<file path="src/rtl/vga_coord_pipe_if.sv">
// Coordinate pipe bus: raw sync-generator counters in, aligned pixel/tile
// coordinates, strobes and frame count out.
interface vga_coord_pipe_if #(
  parameter int CW      = 10,
  parameter int SW      = 1,
  parameter int FRAME_W = 8
);
  logic               pix_en;
  logic [CW-1:0]      h_cnt;
  logic [CW-1:0]      v_cnt;
  logic [CW-1:0]      xcoor;
  logic [CW-1:0]      ycoor;
  logic [CW-1:0]      tile_x;
  logic [CW-1:0]      tile_y;
  logic [SW-1:0]      sub_x;
  logic [SW-1:0]      sub_y;
  logic               active;
  logic               line_start;
  logic               frame_start;
  logic [FRAME_W-1:0] frame_cnt;

  // sync generator / renderer side
  modport master (
    output pix_en, h_cnt, v_cnt,
    input  xcoor, ycoor, tile_x, tile_y, sub_x, sub_y,
           active, line_start, frame_start, frame_cnt
  );

  // coordinate pipe side
  modport slave (
    input  pix_en, h_cnt, v_cnt,
    output xcoor, ycoor, tile_x, tile_y, sub_x, sub_y,
           active, line_start, frame_start, frame_cnt
  );
endinterface

</file>
<file path="src/rtl/vga_coord_pipe.sv">
// VGA coordinate pipe: turns raw h/v counters into active-area coordinates,
// tile coordinates, line/frame strobes and a wrapping frame counter, all
// delayed by LAT pixel-enabled cycles and mutually aligned.
module vga_coord_pipe #(
  parameter int CW          = 10,
  parameter int H_START     = 145,
  parameter int H_ACTIVE    = 480,
  parameter int V_START     = 13,
  parameter int V_ACTIVE    = 480,
  parameter int CLAMP_MODE  = 0,
  parameter int SCALE_SHIFT = 0,
  parameter int LAT         = 1,
  parameter int FRAME_W     = 8
) (
  input logic              clk,
  input logic              rst_n,
  vga_coord_pipe_if.slave  bus
);

  localparam int SW = (SCALE_SHIFT > 0) ? SCALE_SHIFT : 1;

  // Window bounds are one bit wider than the counters so that
  // START+ACTIVE never wraps when compared.
  localparam logic [CW:0]   H_LO  = (CW+1)'(H_START);
  localparam logic [CW:0]   H_HI  = (CW+1)'(H_START + H_ACTIVE);
  localparam logic [CW:0]   V_LO  = (CW+1)'(V_START);
  localparam logic [CW:0]   V_HI  = (CW+1)'(V_START + V_ACTIVE);
  localparam logic [CW-1:0] H_OFF = CW'(H_START);
  localparam logic [CW-1:0] V_OFF = CW'(V_START);
  localparam logic [CW-1:0] X_MAX = CW'(H_ACTIVE - 1);
  localparam logic [CW-1:0] Y_MAX = CW'(V_ACTIVE - 1);

  typedef struct packed {
    logic [CW-1:0]      x;
    logic [CW-1:0]      y;
    logic [CW-1:0]      tx;
    logic [CW-1:0]      ty;
    logic [SW-1:0]      sx;
    logic [SW-1:0]      sy;
    logic               act;
    logic               ls;
    logic               fs;
    logic [FRAME_W-1:0] fc;
  } stage_t;

  stage_t             s0;
  stage_t             pipe [LAT];
  logic [FRAME_W-1:0] frame_ctr;
  logic               h_low;
  logic               v_low;
  logic               h_in;
  logic               v_in;
  logic [CW-1:0]      x_c;
  logic [CW-1:0]      y_c;

  // Window test happens before subtraction, so a wrapped difference is never
  // selected; tile/sub values come from the already-clamped coordinates.
  // Non-strobe samples carry the frame index captured by the last frame_start.
  always_comb begin
    h_low = ({1'b0, bus.h_cnt} < H_LO);
    v_low = ({1'b0, bus.v_cnt} < V_LO);
    h_in  = !h_low && ({1'b0, bus.h_cnt} < H_HI);
    v_in  = !v_low && ({1'b0, bus.v_cnt} < V_HI);

    x_c = '0;
    if (h_in)
      x_c = bus.h_cnt - H_OFF;
    else if (CLAMP_MODE != 0 && !h_low)
      x_c = X_MAX;

    y_c = '0;
    if (v_in)
      y_c = bus.v_cnt - V_OFF;
    else if (CLAMP_MODE != 0 && !v_low)
      y_c = Y_MAX;

    s0     = '0;
    s0.x   = x_c;
    s0.y   = y_c;
    s0.tx  = x_c >> SCALE_SHIFT;
    s0.ty  = y_c >> SCALE_SHIFT;
    s0.sx  = (SCALE_SHIFT == 0) ? '0 : x_c[SW-1:0];
    s0.sy  = (SCALE_SHIFT == 0) ? '0 : y_c[SW-1:0];
    s0.act = h_in && v_in;
    s0.ls  = s0.act && (bus.h_cnt == H_OFF);
    s0.fs  = s0.ls && (bus.v_cnt == V_OFF);
    s0.fc  = s0.fs ? frame_ctr : pipe[0].fc;
  end

  // Pipeline stages advance together on pix_en and flush on reset.
  always_ff @(posedge clk) begin
    if (!rst_n) begin
      for (int i = 0; i < LAT; i++)
        pipe[i] <= '0;
    end else if (bus.pix_en) begin
      pipe[0] <= s0;
      for (int i = 1; i < LAT; i++)
        pipe[i] <= pipe[i-1];
    end
  end

  // Frame counter bumps after stage 1 has taken its value for a frame_start.
  always_ff @(posedge clk) begin
    if (!rst_n)
      frame_ctr <= '0;
    else if (bus.pix_en && s0.fs)
      frame_ctr <= frame_ctr + 1'b1;
  end

  assign bus.xcoor       = pipe[LAT-1].x;
  assign bus.ycoor       = pipe[LAT-1].y;
  assign bus.tile_x      = pipe[LAT-1].tx;
  assign bus.tile_y      = pipe[LAT-1].ty;
  assign bus.sub_x       = pipe[LAT-1].sx;
  assign bus.sub_y       = pipe[LAT-1].sy;
  assign bus.active      = pipe[LAT-1].act;
  assign bus.line_start  = pipe[LAT-1].ls;
  assign bus.frame_start = pipe[LAT-1].fs;
  assign bus.frame_cnt   = pipe[LAT-1].fc;

endmodule

</file>
<file path="src/flat_wrapper.sv">
// flat-port wrapper written by rule: the top's interface ports become plain ports
module vga_coord_pipe_flat 
#(
  parameter int CW          = 10,
  parameter int H_START     = 145,
  parameter int H_ACTIVE    = 480,
  parameter int V_START     = 13,
  parameter int V_ACTIVE    = 480,
  parameter int CLAMP_MODE  = 0,
  parameter int SCALE_SHIFT = 0,
  parameter int LAT         = 1,
  parameter int FRAME_W     = 8
)
  (clk, rst_n, bus_pix_en, bus_h_cnt, bus_v_cnt, bus_xcoor, bus_ycoor, bus_tile_x, bus_tile_y, bus_sub_x, bus_sub_y, bus_active, bus_line_start, bus_frame_start, bus_frame_cnt);
  vga_coord_pipe_if #(.CW(CW), .SW(1), .FRAME_W(FRAME_W)) bus_i ();
  input logic clk;
  input logic rst_n;
  input wire logic [$bits(bus_i.pix_en)-1:0] bus_pix_en;
  input wire logic [$bits(bus_i.h_cnt)-1:0] bus_h_cnt;
  input wire logic [$bits(bus_i.v_cnt)-1:0] bus_v_cnt;
  output wire logic [$bits(bus_i.xcoor)-1:0] bus_xcoor;
  output wire logic [$bits(bus_i.ycoor)-1:0] bus_ycoor;
  output wire logic [$bits(bus_i.tile_x)-1:0] bus_tile_x;
  output wire logic [$bits(bus_i.tile_y)-1:0] bus_tile_y;
  output wire logic [$bits(bus_i.sub_x)-1:0] bus_sub_x;
  output wire logic [$bits(bus_i.sub_y)-1:0] bus_sub_y;
  output wire logic [$bits(bus_i.active)-1:0] bus_active;
  output wire logic [$bits(bus_i.line_start)-1:0] bus_line_start;
  output wire logic [$bits(bus_i.frame_start)-1:0] bus_frame_start;
  output wire logic [$bits(bus_i.frame_cnt)-1:0] bus_frame_cnt;
  assign bus_i.pix_en = bus_pix_en;
  assign bus_i.h_cnt = bus_h_cnt;
  assign bus_i.v_cnt = bus_v_cnt;
  assign bus_xcoor = bus_i.xcoor;
  assign bus_ycoor = bus_i.ycoor;
  assign bus_tile_x = bus_i.tile_x;
  assign bus_tile_y = bus_i.tile_y;
  assign bus_sub_x = bus_i.sub_x;
  assign bus_sub_y = bus_i.sub_y;
  assign bus_active = bus_i.active;
  assign bus_line_start = bus_i.line_start;
  assign bus_frame_start = bus_i.frame_start;
  assign bus_frame_cnt = bus_i.frame_cnt;
  vga_coord_pipe #(.CW(CW), .H_START(H_START), .H_ACTIVE(H_ACTIVE), .V_START(V_START), .V_ACTIVE(V_ACTIVE), .CLAMP_MODE(CLAMP_MODE), .SCALE_SHIFT(SCALE_SHIFT), .LAT(LAT), .FRAME_W(FRAME_W)) u_core (.clk(clk), .rst_n(rst_n), .bus(bus_i));
endmodule
</file>
<file path="config.mk">
export PLATFORM = sky130hd
export DESIGN_NAME = vga_coord_pipe_flat
export DESIGN_NICKNAME = d
export VERILOG_FILES = /design/src/rtl/vga_coord_pipe_if.sv /design/src/rtl/vga_coord_pipe.sv /design/src/flat_wrapper.sv
export SDC_FILE = /design/constraint.sdc
export NUM_CORES = 1
export LEC_CHECK = 0
export BUFFER_PORTS_ARGS = -buffer_cell sky130_fd_sc_hd__clkbuf_2
export CAP_MARGIN = 20
export CORE_MARGIN = 5
export CORE_UTILIZATION = 53
export DETAILED_ROUTE_END_ITERATION = 10
export PLACE_DENSITY = 0.88
export REMOVE_ABC_BUFFERS = 1
export SYNTH_ARGS = -nofsm -noshare
export SYNTH_HDL_FRONTEND = slang
export SYNTH_SLANG_ARGS = --single-unit
</file>
<file path="constraint.sdc">
create_clock -name clk -period 6.7 [get_ports clk]
set_clock_uncertainty 0.2 [all_clocks]
set_input_delay 0.335 -clock clk [delete_from_list [all_inputs] [get_ports clk]]
set_output_delay 0.335 -clock clk [all_outputs]
set_load 0.03 [all_outputs]
</file>
==> impl_metrics.yaml, run 1 <==
cts:
  h-tree-depth: 2
  cts_max_path_buffers: 2
  post_cts_buffers: 0
  tritoncts: "done"
  cts_buffers: 5
  cts_sinks: 39
  holdBufCountCts: 0
  cts-root-buf: "clkbuf_8"
  cts_resized: 0
  clkSlewWorstSetupHoldPaths_ns: 0.08
  clk-insertion-delay-late_ns: 0.28
cells_and_area:
  layout.nets: 289
  fill_cells: 305
  regArea_um2: 1090
  diodes: 0
  fin_area_um2: 2480
  drive_above_1_share_pct: 33.2
  multi_input_area_um2: 826
  area_growth_pct: 16.2
logic_synthesis:
  synth_top_flop_cell: "edfxtp_1"
  async_reset_ff_share_pct: 0
  syn_inst: 206
  netlist_area_um2: 2140
  synth_most_common_cell: "edfxtp_1"
  ys_warn_count: 0
  ys_seq_area_share_pct: 51.1
  synth_top_area_share_pct: 43.6
  postSynthAreaPerCell_um2: 10.4
  synthTopCellsByArea: "edfxtp_1 44%, buf_4 7.7%, dfxtp_1 7.5%"
  ys_top_cells_by_count: "31 x edfxtp_1, 30 x nor2_1, 22 x buf_4"
  ys_seq_elements: 39
  synth.largest_area_cell: "edfxtp_1"
  ys_types: 40
  synth_edf_count: 31
global_routing:
  grt_usage_pct: 14.8
  grt_pass1_wl_mm: 6.26
  grt_max_degree: 24
  grt_overflow_total: 0
  antenna_found_initial: 0
  grt_pass1_vias: 1415
placement:
  place_area_um2: 2390
  place_congestion: 0.911
  io_buffer_count: 73
  dp_hpwl_mm: 3.13
  place_ws_ns: 4.05
critical_path:
  endpoint_kind: "flop"
  reg2reg_depth: 4
  critPathSlowestCell: "or4_1"
  crit_family: "simple AND/OR/NAND/NOR gates"
  worstPathArrival_ns: 2.40
  crit_chain: "clkbuf_2 > inv_1 > ha_1 > nor3b_1 > o21a_1 > o311ai_1 > buf_4 > or4_1 > a21oi_1"
  crit_type: "input port to flop"
  rrSetupSlack_ns: 5.03
  required_ns: 6.71
  cp_max_fo: 13
  max_stage_delay_ns: 0.50
  crit_cells: 9
  startpoint_type: "input port"
  crit_buf_inv: 3
routing:
  vias_per_cell: 5.20
  first_iter_violations: 107
  drc: 0
  routed_wl_mm: 4.10
  first_pass_iters: 4
  vias: 1621
  wl_per_cell_um: 13.1
  detail-route-antenna-nets: 0
min_path:
  hold_path_depth: 2
  hold_path_class: "input port to flop"
floorplanning:
  die_x_um: 73.5
  rows: 23
  core_um2: 3940
  start_util_pct: 54.2
  boundaryPins: 76
  die_area_um2: 5400
  dieHeight_um: 73.5
sta:
  slew-limit-headroom_pct: 36.0
  finalMaxSlewViolations: 0
  period_share_pct: 35.7
  max_slew.worst_pin.slew_ns: 0.957
  whs_ns: 0.171
  period_minus_slack_ns: 2.39
  worst_slack_ns: 4.31
  setup_tns_ns: 0
  grt_setup_unrepaired: "no"
  setup_violations: 0
  final-hold-violation-count: 0
  fmax_ghz: 0.418
power_and_ir_drop:
  p_per_area_nw_per_um2: 222
  vdd_drop_max_v: 0.000140
  p_leak_nw: 1.09
  totalPowerFinal_w: 0.000551
outcome:
  status: "finished clean"
job:
  maxCapViolations: 0
-- state kept, by name, summed over array words and instances (netlist names) --
| signal | flops |
|---|---|
| u_core.pipe | 31 |
| u_core.frame_ctr | 8 |
-- stage by stage --
stage	util, %	std cells
6_report	62.9	312
3_3_place_gp	60.6	304
2_1_floorplan	-	180
3_5_place_dp	60.6	304
4_1_cts	62.9	312
5_1_grt	62.9	312
-- cell usage in the layout (no fill, tap or decap), drive strengths merged, types with 3 or more instances in the layout --
| cell | netlist | routed |
|---|---|---|
| a21oi | 11 | 11 |
| and3 | 8 | 8 |
| clkbuf | 4 | 80 |
| dfxtp | 8 | 8 |
| edfxtp | 31 | 31 |
| ha | 5 | 5 |
| inv | 9 | 9 |
| nand2 | 9 | 9 |
| nand2b | 3 | 3 |
| nand3 | 7 | 7 |
| nor2 | 30 | 30 |
| nor3 | 6 | 6 |
| o21ai | 3 | 3 |
| o31ai | 3 | 3 |
| o41ai | 3 | 3 |
| or3 | 4 | 4 |
| or4 | 4 | 4 |
| xnor2 | 10 | 10 |
| xor2 | 5 | 5 |
-- area by class of cell --
| type | instances | share of cell area, % |
|---|---|---|
| Tap cell | 50 | 2.52 |
| Multi-Input combinational cell | 131 | 33.3 |
| Timing Repair Buffer | 74 | 15.0 |
| Clock inverter | 1 | 0.202 |
| Clock buffer | 7 | 3.48 |
| Inverter | 10 | 1.51 |
| Sequential cell | 39 | 44.0 |
-- kinds of logic after synthesis --
family / synth area share, %
simple gates: 21.7
flops: 51.1
buf+inv: 10.4
compound gates: 7.56
xor+xnor: 6.15
fa+ha+maj: 2.93
other cells: 0.176
-- path summary, 6_finish.rpt --
path | start | end
worst max-delay path | bus_h_cnt[1] | u_core.frame_ctr[5]
worst min-delay path | bus_v_cnt[0] | u_core.pipe[0][31]
worst max register to register | u_core.frame_ctr[0] | u_core.frame_ctr[4]
worst min register to register | u_core.frame_ctr[6] | u_core.frame_ctr[6]
-- power breakdown --
part / switching [W] / total, W / internal (W)
Sequential: 0.00000529 / 0.000279 / 0.000274
Combinational: 0.0000818 / 0.000112 / 0.0000305
Clock: 0.0000763 / 0.000159 / 0.0000830
-- per-layer routing --
metal / track usage (%) / part of all wire (%)
met1: 19.4 / 42
met2: 24.1 / 49
met3: 3.15 / 7.9
met4: 5.63 / 1.6
met5: 0 / 0
-- worst reg2reg max path: stages, from the launching register on --
cell and delay [ns]:
dfxtp_1 0.43, ha_1 0.19, clkinv_1 0.13, or4_1 0.52, a21oi_1 0.14
No activity file was read; power rests on OpenSTA's default activity.
==> inputs of run 2 (changes only) <==
--- a/config.mk
+++ b/config.mk
@@ -8,9 +8,9 @@
 export BUFFER_PORTS_ARGS = -buffer_cell sky130_fd_sc_hd__clkbuf_2
 export CAP_MARGIN = 20
 export CORE_MARGIN = 5
-export CORE_UTILIZATION = 53
+export CORE_UTILIZATION = 50
 export DETAILED_ROUTE_END_ITERATION = 10
-export PLACE_DENSITY = 0.88
+export PLACE_DENSITY = 0.84
 export REMOVE_ABC_BUFFERS = 1
 export SYNTH_ARGS = -nofsm -noshare
 export SYNTH_HDL_FRONTEND = slang
==> constraint.sdc (replaced) <==
create_clock -name clk -period 2.3 [get_ports clk]
set_clock_uncertainty 0.2 [all_clocks]
set_input_delay 0.115 -clock clk [delete_from_list [all_inputs] [get_ports clk]]
set_output_delay 0.115 -clock clk [all_outputs]
set_load 0.03 [all_outputs]
==> run 2 against run 1 <==
Cell count is 4.8% higher. Critical path type unchanged. Critical endpoint unchanged. Critical path depth is 1 lower. Power grew to 3.2 times the previous value. Worst hold slack worse by 0.16 ns.
==> impl_metrics.yaml, run 2 (synthesis gave the netlist of run 1 again) <==
placement:
  place_congestion: 0.802
  io_buffer_count: 73
  place_area_um2: 2490
  dp.cells: 316
  dp_hpwl_mm: 3.46
  place_ws_ns: -0.0406
cells_and_area:
  final_cell_mix: "73 x clkbuf_2, 31 x edfxtp_1, 30 x nor2_1, 12 x buf_4, 11 x a21oi_1"
  final_common_cell: "clkbuf_2"
  fin_cells: 327
  area_growth_pct: 23.6
  regMostFlops: "u_core.pipe"
  reg_top3: "u_core.pipe: 31 flops, u_core.frame_ctr: 8 flops"
  largest_reg_flops: 31
  layout.nets: 304
  drive_above_1_share_pct: 36.1
  fin_area_um2: 2640
  diodes: 0
critical_path:
  cp_max_fo: 11
  endpoint_kind: "flop"
  required_ns: 2.33
  crit_family: "simple AND/OR/NAND/NOR gates"
  crit_buf_inv: 3
  max_stage_delay_ns: 0.52
  crit_type: "input port to flop"
  worstPathArrival_ns: 2.20
  critPathSlowestCell: "dlygate4sd3_1"
  startpoint_type: "input port"
  crit_chain: "dlygate4sd3_1 > clkbuf_2 > nand3b_2 > nor4_4 > o311ai_1 > buf_4 > or4_1 > a21oi_1"
power_and_ir_drop:
  vdd_drop_max_v: 0.000401
  totalPowerFinal_w: 0.00175
  p_leak_nw: 1.18
  p_per_area_nw_per_um2: 664
cts:
  cts_sinks: 39
  tritoncts: "done"
  cts_max_path_buffers: 2
  cts_buffers: 5
  post_cts_buffers: 0
  h-tree-depth: 2
  cts_resized: 0
  cts-root-buf: "clkbuf_8"
  holdBufCountCts: 3
  clk-insertion-delay-late_ns: 0.29
  clkSlewWorstSetupHoldPaths_ns: 0.08
global_routing:
  grt_pass1_wl_mm: 7.11
  grt_usage_pct: 16.9
  grt_max_degree: 16
  antenna_found_initial: 0
  grt_overflow_total: 0
  grt_pass1_vias: 1574
min_path:
  hold_path_class: "input port to flop"
sta:
  setup_violations: 0
  period_minus_slack_ns: 2.17
  grt_setup_unrepaired: "no"
  final-hold-violation-count: 0
  whs_ns: 0.0124
  slew-limit-headroom_pct: 59.9
  period_share_pct: 94.5
  worst_slack_ns: 0.126
  fmax_ghz: 0.460
  max_slew.worst_pin.slew_ns: 0.594
  finalMaxSlewViolations: 0
floorplanning:
  die_area_um2: 5680
  boundaryPins: 76
  core_um2: 4060
  dieHeight_um: 75.4
  die_x_um: 75.4
  rows: 23
  start_util_pct: 52.6
routing:
  wl_per_cell_um: 14.0
  vias: 1737
  detail-route-antenna-nets: 0
  first_pass_iters: 4
  drc: 0
  vias_per_cell: 5.31
  routed_wl_mm: 4.59
  first_iter_violations: 202
outcome:
  status: "finished clean"
job:
  maxCapViolations: 0
-- run 2: cell count changes in the layout (fill, tap and decap cells not counted) --
cell / previous run / this run
buf_4: 1 / 12
dlygate4sd3_1: 0 / 3
buf_12: 0 / 1
bufinv_16: 0 / 1
clkbuf_1: 1 / 0
-- run 2: layout make-up --
type	instances	area (µm²)
clock buffers	6	82.6
clock inverters	2	35.0
fillers	300	1420
inverters	10	37.5
multi-input cells	131	826
flip-flops and latches	39	1090
well taps	50	62.6
repair buffers	89	505
-- run 2: tightest hold or removal path, delay by kind of cell --
| family | cells | cell delay (ns) |
|---|---|---|
| buffers and inverters | 2 | 0.20 |
| AND/OR/NAND/NOR | 1 | 0.04 |
-- run 2: report_power, final --
part,internal (W),switching [W]
Combinational,0.000106,0.000245
Clock,0.000351,0.000237
Sequential,0.000798,0.0000165
-- run 2: layer usage --
metal	part of all wire, %	vias up	GRT usage, %	wire [µm]
met5	0	-	0	0
met4	2.0	0	7.57	90
met3	8.6	7	3.69	397
met2	48	81	28.5	2220
met1	41	796	20.7	1880
li1	-	853	-	-
-- run 2: final timing paths --
| check | cells past startpoint | endpoint | startpoint | slack [ns] |
|---|---|---|---|---|
| worst max register to register | 4 | u_core.frame_ctr[4] | u_core.frame_ctr[0] | 0.60 |
| worst min-delay path | 3 | u_core.pipe[0][31] | bus_v_cnt[0] | 0.01 |
| worst max-delay path | 8 | u_core.frame_ctr[5] | bus_v_cnt[2] | 0.13 |
| worst min register to register | 2 | u_core.frame_ctr[7] | u_core.frame_ctr[7] | 0.29 |
-- run 2: metrics by stage --
stage	util [%]	setup TNS (ns)
final	65.1	0
after global routing	65.1	0
after CTS	65.1	0
after detailed placement	61.4	-0.0544
after global placement	61.4	0
after floorplan	-	-2.23
==> inputs of run 3 (changes only) <==
--- a/config.mk
+++ b/config.mk
@@ -5,10 +5,11 @@
 export SDC_FILE = /design/constraint.sdc
 export NUM_CORES = 1
 export LEC_CHECK = 0
+export ABC_AREA = 1
 export BUFFER_PORTS_ARGS = -buffer_cell sky130_fd_sc_hd__clkbuf_2
 export CAP_MARGIN = 20
 export CORE_MARGIN = 5
-export CORE_UTILIZATION = 50
+export CORE_UTILIZATION = 51
 export DETAILED_ROUTE_END_ITERATION = 10
 export PLACE_DENSITY = 0.84
 export REMOVE_ABC_BUFFERS = 1
==> run 3 against run 2 <==
Worst hold slack better by 0.0051 ns. Combinational power up 1%. Core utilization down 1.6 points. Wire length up 7.8%. Sequential share of layout area down 2.4 points. Area after synthesis up 11%. First-iteration DRC count down 62%. Cell area up 6.1%. Die area up 7.3%. Setup slack better by 0.060 ns. Cell count up 17%. Synthesized cell count up 30%. Critical path type unchanged. Largest power group unchanged.
==> impl_metrics.yaml, run 3 <==
power_and_ir_drop:
  p_comb_share_pct: 20.1
  p_sw_share_pct: 29.7
  p_sw_w: 0.000524
  p_leak_nw: 1.33
  internal_power_w: 0.00124
  totalPowerFinal_w: 0.00177
  vdd_drop_max_v: 0.000294
  clkPwrFrac_pct: 33.9
  power_frac_seq_pct: 46.0
  p_per_area_nw_per_um2: 631
logic_synthesis:
  synth_edf_count: 31
  postSynthAreaPerCell_um2: 8.84
  ys_seq_area_share_pct: 46.2
  ys_warn_count: 0
  synth_top_flop_cell: "edfxtp_1"
  ys_seq_elements: 39
  async_reset_ff_share_pct: 0
  syn_inst: 267
  ys_top_cells_by_count: "44 x nand2_1, 39 x nor2_1, 32 x inv_1"
  netlist_area_um2: 2360
  synthTopCellsByArea: "edfxtp_1 39%, buf_4 7.9%, nand2_1 7.0%"
  ys_types: 31
  synth_top_area_share_pct: 39.4
  synth.largest_area_cell: "edfxtp_1"
  synth_most_common_cell: "nand2_1"
critical_path:
  cp_common_cell: "nand3_2"
  max_stage_delay_ns: 0.55
  cp_max_fo: 8
  crit_buf_inv: 3
  endpoint_kind: "flop"
  crit_family: "simple AND/OR/NAND/NOR gates"
  worstPathArrival_ns: 1.91
  critPathSlowestCell: "dlygate4sd3_1"
  reg2reg_from: "u_core.frame_ctr[0]"
  r2r_end: "u_core.frame_ctr[7]"
  reg2reg_depth: 7
  startpoint_type: "input port"
  required_ns: 2.10
  rrSetupSlack_ns: 0.68
  crit_chain: "dlygate4sd3_1 > clkbuf_2 > inv_1 > ha_1 > nand3_2 > nand4_1 > nand2_1 > nor2_8 > nand3_2 > nand2_2"
  crit_type: "input port to flop"
routing:
  detail-route-antenna-nets: 0
  vias_per_cell: 4.91
  drc: 0
  wl_per_cell_um: 12.9
  vias: 1881
  routed_wl_mm: 4.95
  first_iter_violations: 77
  first_pass_iters: 4
cts:
  clk-insertion-delay-late_ns: 0.29
  post_cts_buffers: 0
  cts-root-buf: "clkbuf_8"
  cts_sinks: 39
  cts_buffers: 5
  tritoncts: "done"
  cts_max_path_buffers: 2
  h-tree-depth: 2
  clkSlewWorstSetupHoldPaths_ns: 0.09
sta:
  setup_violations: 0
  period_share_pct: 91.9
  final-hold-violation-count: 0
  fmax_ghz: 0.473
  grt_setup_unrepaired: "no"
  setup_tns_ns: 0
  finalMaxSlewViolations: 0
  period_minus_slack_ns: 2.11
global_routing:
  grt_max_degree: 24
  grt_pass1_vias: 1865
  grt_overflow_total: 0
  antenna_found_initial: 0
  grt_usage_pct: 16.9
  grt_pass1_wl_mm: 8.34
cells_and_area:
  final_cell_mix: "73 x clkbuf_2, 43 x nand2_1, 39 x nor2_1, 32 x inv_1, 31 x edfxtp_1"
  diodes: 0
  layout.nets: 358
  fin_cells: 383
  final_common_cell: "clkbuf_2"
  multi_input_area_um2: 948
  area_growth_pct: 18.6
  drive_above_1_share_pct: 35.6
  regMostFlops: "u_core.pipe"
  regArea_um2: 1090
  largest_reg_flops: 31
  fin_area_um2: 2800
  fill_cells: 364
  reg_top3: "u_core.pipe: 31 flops, u_core.frame_ctr: 8 flops"
floorplanning:
  dieHeight_um: 78.0
  die_x_um: 78.0
  boundaryPins: 76
  die_area_um2: 6090
  core_um2: 4410
  rows: 24
  start_util_pct: 53.5
min_path:
  min-delay-start: "bus_v_cnt[4]"
  hold_path_depth: 3
  hold_path_class: "input port to flop"
  hold_end: "u_core.pipe[0][35]"
outcome:
  status: "finished clean"
placement:
  place_congestion: 0.853
  io_buffer_count: 73
  dp.cells: 368
  place_area_um2: 2610
  dp_hpwl_mm: 3.62
job:
  maxCapViolations: 0
run 3: power by group through the flow:
stage          clock network (W)  registers [W]  logic (W)
2_1_floorplan                  0       0.000958  0.0000973
3_3_place_gp                   0       0.000827   0.000338
3_5_place_dp                   0       0.000829   0.000344
4_1_cts                 0.000608       0.000813   0.000355
5_1_grt                 0.000646       0.000818   0.000378
6_report                0.000599       0.000813   0.000355
run 3: how the worst max path moves through the flow:
stage / start / end / depth (start not counted)
floorplan: bus_h_cnt[1] / u_core.pipe[0][0] / 10
global placement: bus_h_cnt[0] / u_core.pipe[0][0] / 9
detailed placement: bus_v_cnt[0] / u_core.pipe[0][2] / 10
CTS: bus_h_cnt[0] / u_core.pipe[0][2] / 10
global route: bus_h_cnt[0] / u_core.pipe[0][6] / 11
finish: bus_h_cnt[0] / u_core.pipe[0][1] / 10
run 3: layout make-up:
type                       instances  share of cell area [%]
clock inverter                     2                    1.25
timing repair buffer              81                    15.8
multi-input combinational        167                    33.9
tap                               52                    2.32
sequential                        39                    39.0
inverter                          36                    4.83
clock buffer                       6                    2.95
run 3: worst reg2reg max path, cell delays in order, from the launching register on:
cell and delay (ns):
dfxtp_1 0.41, nand2_1 0.11, nor3_2 0.26, nand3_1 0.14, nor2_1 0.15, nand3_2 0.11
nor2_1 0.10, nor2_1 0.05
run 3: timing repair:
item                                    CTS  global route
resized for setup                         0             1
endpoints found under the setup margin    0             8
endpoints found under the hold margin    14             0
hold buffers                              7             0
run 3: kinds of logic (layout without fill, tap and decap cells):
logic type	count (synthesis)	in the layout	synth area share, %
adder cells (fa/ha/maj)	5	5	2.65
AND/OR/NAND/NOR	133	133	30.4
AO/OA/AOI/OAI	23	23	5.25
flip-flops	39	39	46.2
XOR/XNOR	4	4	1.48
other	1	2	0.159
buffers and inverters	62	125	13.9
run 3: metal layers:
layer  GRT usage (%)  vias to the layer above  part of all wire, %
met5               0                        -                    0
met4            6.76                        0                  2.5
met3            3.66                       13                  6.5
met2            30.5                       59                   51
met1            19.1                      843                   40
li1                -                      966                    -
run 3: per-stage QoR:
step / setup WS [ns] / util [%] / hold slack (ns)
floorplan: 0.614 / - / 0.0354
detailed placement: 0.355 / 59.1 / 0.248
global placement: 0.406 / 59.1 / 0.238
finish: 0.186 / 63.4 / 0.0175
CTS: 0.126 / 63.4 / 0.0110
global route: 0.0757 / 63.4 / 0.0437
